--- config.mk ---
export PLATFORM = sky130hd
export DESIGN_NAME = pc_seq_reg
export DESIGN_NICKNAME = d
export VERILOG_FILES = /design/src/rtl/pc_seq_reg.sv
export SDC_FILE = /design/constraint.sdc
export NUM_CORES = 1
export LEC_CHECK = 0
export CORE_ASPECT_RATIO = 1.5
export CORE_UTILIZATION = 55
export CTS_CLUSTER_DIAMETER = 120
export CTS_CLUSTER_SIZE = 8
export DETAILED_ROUTE_END_ITERATION = 12
export DONT_BUFFER_PORTS = 1
export PLACE_DENSITY = 0.7
export SYNTH_ARGS = -nofsm -noshare
export SYNTH_HDL_FRONTEND = slang
export SYNTH_SLANG_ARGS = --single-unit
--- constraint.sdc ---
create_clock -name clk -period 4.01 [get_ports clk]
set_input_delay 0.802 -clock clk [delete_from_list [all_inputs] [get_ports clk]]
set_output_delay 0.802 -clock clk [all_outputs]
set_load 0.02 [all_outputs]
--- src/rtl/pc_seq_reg.sv ---
// pc_seq_reg: sequencing register with load/inc/dec/signed-add and optional call/ret return stack.
// Define PC_SEQ_STACK_EN to build the return stack; without it call/ret only flag stk_err.
module pc_seq_reg #(
    parameter int          WIDTH = 16,
    parameter logic [63:0] STEP  = 64'd1,
    parameter int          SAT   = 0,
    parameter int          DEPTH = 4
) (
    input  logic             clk,
    input  logic             reset,
    input  logic             ld,
    input  logic             inc,
    input  logic             dec,
    input  logic             add,
    input  logic             call,
    input  logic             ret,
    input  logic [WIDTH-1:0] D,
    output logic [WIDTH-1:0] Q,
    output logic             zero,
    output logic             ovf,
    output logic             conflict,
    output logic             stk_err,
    output logic             stk_full,
    output logic             stk_empty
);
    localparam logic [WIDTH:0] STEP_W = (WIDTH+1)'(STEP);
    logic [WIDTH-1:0] q_q, q_d, top, inc_r, dec_r, add_r;
    logic [WIDTH:0]   inc_s, dec_s;
    logic [WIDTH+1:0] add_s;
    logic [2:0]       n;
    logic             one, add_o, ovf_q, ovf_d, conf_q, err_q, err_d, st_full, st_empty;

    assign n = 3'(ld) + 3'(inc) + 3'(dec) + 3'(add) + 3'(call) + 3'(ret);
    assign one = n == 3'd1;
    // Carry/borrow live in the extra top bits; add sign-extends D by two bits
    assign inc_s = {1'b0, q_q} + STEP_W;
    assign dec_s = {1'b0, q_q} - STEP_W;
    assign add_s = {2'b00, q_q} + {{2{D[WIDTH-1]}}, D};
    assign add_o = add_s[WIDTH+1] | add_s[WIDTH];
    assign inc_r = (inc_s[WIDTH] && SAT != 0) ? '1 : inc_s[WIDTH-1:0];
    assign dec_r = (dec_s[WIDTH] && SAT != 0) ? '0 : dec_s[WIDTH-1:0];
    assign add_r = (add_o && SAT != 0) ? (add_s[WIDTH+1] ? '0 : '1) : add_s[WIDTH-1:0];

    always_comb begin
        q_d = q_q;
        ovf_d = 1'b0;
        err_d = 1'b0;
        if (one) begin
            if (ld) q_d = D;
            if (inc) {ovf_d, q_d} = {inc_s[WIDTH], inc_r};
            if (dec) {ovf_d, q_d} = {dec_s[WIDTH], dec_r};
            if (add) {ovf_d, q_d} = {add_o, add_r};
            if (call) {err_d, q_d} = {st_full, st_full ? q_q : D};
            if (ret) {err_d, q_d} = {st_empty, st_empty ? q_q : top};
        end
    end

    always_ff @(posedge clk or posedge reset) begin
        if (reset) begin
            q_q <= '0;
            ovf_q <= 1'b0;
            conf_q <= 1'b0;
            err_q <= 1'b0;
        end else begin
            q_q <= q_d;
            ovf_q <= ovf_d;
            conf_q <= n > 3'd1;
            err_q <= err_d;
        end
    end

`ifdef PC_SEQ_STACK_EN
    localparam int OW = $clog2(DEPTH + 1);
    logic [WIDTH-1:0] stk_q [2**OW];
    logic [OW-1:0]    occ_q, occ_d;
    logic             full_q, empty_q, push, pop;

    assign push = one && call && !full_q;
    assign pop = one && ret && !empty_q;
    assign occ_d = push ? occ_q + OW'(1) : pop ? occ_q - OW'(1) : occ_q;
    assign top = stk_q[occ_q - OW'(1)];
    assign st_full = full_q;
    assign st_empty = empty_q;

    always_ff @(posedge clk or posedge reset) begin
        if (reset) begin
            occ_q <= '0;
            full_q <= 1'b0;
            empty_q <= 1'b1;
        end else begin
            occ_q <= occ_d;
            full_q <= occ_d == OW'(DEPTH);
            empty_q <= occ_d == '0;
        end
    end

    // Entry contents are don't-care after reset, so no reset on the storage
    always_ff @(posedge clk) begin
        if (push) stk_q[occ_q] <= inc_r;
    end
`else
    assign st_full = DEPTH >= 1;
    assign st_empty = 1'b1;
    assign top = '0;
`endif

    assign Q = q_q;
    assign zero = q_q == '0;
    assign ovf = ovf_q;
    assign conflict = conf_q;
    assign stk_err = err_q;
    assign stk_full = st_full;
    assign stk_empty = st_empty;
endmodule

==> metrics.cfg <==
[sta]
post-route-min-period_ns=3.68
clock.fmax_mhz=271
worst-slew-pin-transition_ns=0.812
fin_crit_sh=0.919
slew-limit-headroom=0.458
timing_hold_violations_final=0
unrepaired_setup_endpoints_after_global_routing=false
final.setup.tns_ns=0
skew_ns=0.00355
drv_slew=0
setup-violations-final=0

[layout]
layout.cell_area.non_filler_mm2=0.00283
most-common-layout-cells=43 x sky130_fd_sc_hd__nand2_1, 39 x sky130_fd_sc_hd__a21oi_1, 27 x sky130_fd_sc_hd__nor2_1, 22 x sky130_fd_sc_hd__ha_1
finalCoreUtilization=0.583
num-nets-final=415
final_cell_count_no_fill=430
antenna_cells=0
number_of_filler_cells_placed_in_the_layout=493
post_route_cells_drive_above_1_share=0.0467
layout-area-overhead-vs-synth_pct=1.07
mostFrequentLayoutCell=sky130_fd_sc_hd__nand2_1

[place]
port_buffers=0
place.gp.congestion=0.874
total_half_perimeter_wirelength_after_legalization_and_detailed_placement_um=6070
placedInstanceArea_mm2=0.00278
placedCellCount=426

[global_route]
busiest_layer=met2
grt_util_all_layers=0.310
grt_first_pass_wirelength_um=12500
use_met2=0.564
first_global_vias=2708
grt_antenna_before_repair=0
grt_remaining_overflow=0
grt_start_max_net_pins=39
met1_usage=0.342
grt.met3_usage=0.0449

[pwr]
p_total_mw=1.87
power.density_cell_area_mw_per_mm2=660
worst_vdd_ir_v=0.000331
power_leakage_nw=1.14

[routing]
drt_drc_violations_left=0
avgViaCountPerCell=6.58
dr.pass1.iters=5
detailroute.via_count=2830
drt-initial-drc-count=175
routed_length_per_placed_instance_um=18.8
drt.antenna.violating_nets=0
finalWirelength_um=8070

[clock_tree]
cts_tree=done
clockBufferDepth=2
cts-resized-gates=0
h_tree_levels=1
post_cts_buffers=0
clock_insertion_delay_at_the_later_pin_of_the_skew_report_ns=0.27
cts_root_cell=sky130_fd_sc_hd__clkbuf_8
cts_made_buffers=3
cts.clk_slew.worst_paths_ns=0.08
number_of_buffers_inserted_by_hold_repair_at_cts=0
clock_sink_count=19

[die]
std_cell_rows=31
die_w_um=60.2
core_area_mm2=0.00485
die_height_um=89.3
initial_utilization=0.577
fp.dieArea_mm2=0.00538
ioPinCount=46

[synth]
synth.distinct_cells=57
yosys_register_bits=19
synth_top_area_frac=0.170
synthesis.instances=383
netlist.top_cell.by_area=sky130_fd_sc_hd__dfrtp_1
synth_enable_flop_cells=0
yosys_warnings=0
synth_area_mm2=0.00280
synth-main-ff-cell=sky130_fd_sc_hd__dfrtp_1
seq_area_frac_synth=0.170
syn_avg_cell_area_um2=7.30
asyncSetResetFlopFracSynth=1.00
synthTopCellsByArea=sky130_fd_sc_hd__dfrtp_1 17%, sky130_fd_sc_hd__ha_1 9.8%, sky130_fd_sc_hd__a21oi_1 7.0%, sky130_fd_sc_hd__nand2_1 5.8%, sky130_fd_sc_hd__xnor2_1 4.1%

[worst_setup_path]
worst_ep_arrival_time_ns=3.86
timing.critical_path.fanout_max=4
cp-start-kind=input pin
worstSetupPathType=input pin to register
worstSetupEndpointType=register
critical_path_required_ns=4.19

[run_status]
status=completed

[job]
cap_violations=0

[hold_path]
timing.hold.worst.class=input pin to async pin

## power breakdown
| part | total (mW) | switching [mW] | internal, mW |
|---|---|---|---|
| Sequential | 0.522 | 0.254 | 0.268 |
| Clock | 0.143 | 0.0731 | 0.0694 |
| Combinational | 1.20 | 0.709 | 0.493 |
## metal layers
metal  wire [µm]  part of all wire
met3         395             0.049
met5           0                 0
met1        3100              0.38
met4         296             0.037
met2        4290              0.53
## flip-flops by register name, summed over array words and instances (netlist names)
register  count
Q            16
conflict      1
ovf           1
stk_err       1
## worst paths after layout
| path | startpoint | end | slack [ns] | cells past startpoint |
|---|---|---|---|---|
| max in group asynchronous | reset | Q[11] | 2.93 | 1 |
| hold / removal | reset | Q[0] | 0.57 | 1 |
| min in group clk | add | Q[14] | 0.64 | 1 |
| setup / recovery | ld | Q[13] | 0.33 | 13 |
| hold reg to reg | Q[9] | Q[9] | 0.71 | 3 |
| setup reg to reg | Q[0] | Q[14] | 0.96 | 8 |
## synth_stat cells (2+ instances only)
cell type                  count
sky130_fd_sc_hd__nand2_1      43
sky130_fd_sc_hd__a21oi_1      39
sky130_fd_sc_hd__nor2_1       27
sky130_fd_sc_hd__ha_1         22
sky130_fd_sc_hd__clkbuf_1     20
sky130_fd_sc_hd__dfrtp_1      19
sky130_fd_sc_hd__o21ai_0      19
sky130_fd_sc_hd__inv_1        15
sky130_fd_sc_hd__nand3_1      14
sky130_fd_sc_hd__nor3_1       13
sky130_fd_sc_hd__xnor2_1      13
sky130_fd_sc_hd__a211oi_1     11
sky130_fd_sc_hd__nor4_1       11
sky130_fd_sc_hd__xor2_1        9
sky130_fd_sc_hd__a21o_1        7
sky130_fd_sc_hd__nand4_1       7
sky130_fd_sc_hd__o211ai_1      6
sky130_fd_sc_hd__and3_1        5
sky130_fd_sc_hd__nand2b_1      5
sky130_fd_sc_hd__o21a_1        5
sky130_fd_sc_hd__a31oi_1       4
sky130_fd_sc_hd__buf_4         4
sky130_fd_sc_hd__fa_1          4
sky130_fd_sc_hd__mux2i_1       4
sky130_fd_sc_hd__or3_1         4
sky130_fd_sc_hd__a311oi_1      3
sky130_fd_sc_hd__and4_1        3
sky130_fd_sc_hd__buf_2         3
sky130_fd_sc_hd__buf_6         3
sky130_fd_sc_hd__nor3b_1       3
sky130_fd_sc_hd__o31ai_1       3
sky130_fd_sc_hd__or4_1         3
sky130_fd_sc_hd__nand3b_1      2
sky130_fd_sc_hd__nor2b_1       2
sky130_fd_sc_hd__o221ai_1      2
sky130_fd_sc_hd__o22ai_1       2
sky130_fd_sc_hd__o311ai_0      2
sky130_fd_sc_hd__o41ai_1       2
sky130_fd_sc_hd__or4_4         2
## cell type report
class	instances	area (µm²)	area share
Multi-Input combinational cell	319	2110	0.748
Sequential cell	19	475	0.168
Tap cell	66	82.6	0.0292
Inverter	15	56.3	0.0199
Timing Repair Buffer	7	52.6	0.0186
Clock buffer	3	41.3	0.0146
Clock inverter	1	5.00	0.00177
## metrics by stage
stage	setup WS [ns]	hold slack, ns
2_1_floorplan	0.207	0.716
3_3_place_gp	0.221	0.677
3_5_place_dp	0.0894	0.694
4_1_cts	0.390	0.592
5_1_grt	0.179	0.631
6_report	0.326	0.574
## logic make-up after synthesis
logic type | count (synthesis) | share of synthesized area
DFF | 19 | 0.170
buffers and inverters | 46 | 0.0778
and+or+nand+nor | 148 | 0.269
other | 1 | 0.00134
adders and majority gates | 26 | 0.127
xor gates and xnor gates | 22 | 0.0689
AOI/OAI and AO/OA | 115 | 0.263
muxes | 6 | 0.0224
## critical path, cell delays in order
cell and delay (ns):
sky130_fd_sc_hd__fa_1 0.52, sky130_fd_sc_hd__inv_1 0.05, sky130_fd_sc_hd__fa_1 0.42, sky130_fd_sc_hd__inv_1 0.06, sky130_fd_sc_hd__ha_1 0.14, sky130_fd_sc_hd__inv_1 0.06
sky130_fd_sc_hd__fa_1 0.50, sky130_fd_sc_hd__nand3_1 0.14, sky130_fd_sc_hd__nor4_2 0.36, sky130_fd_sc_hd__nand2_1 0.24, sky130_fd_sc_hd__a311oi_1 0.25, sky130_fd_sc_hd__o311ai_0 0.17
sky130_fd_sc_hd__o211ai_1 0.15
Note: power is estimated with default switching activity, not from simulation.
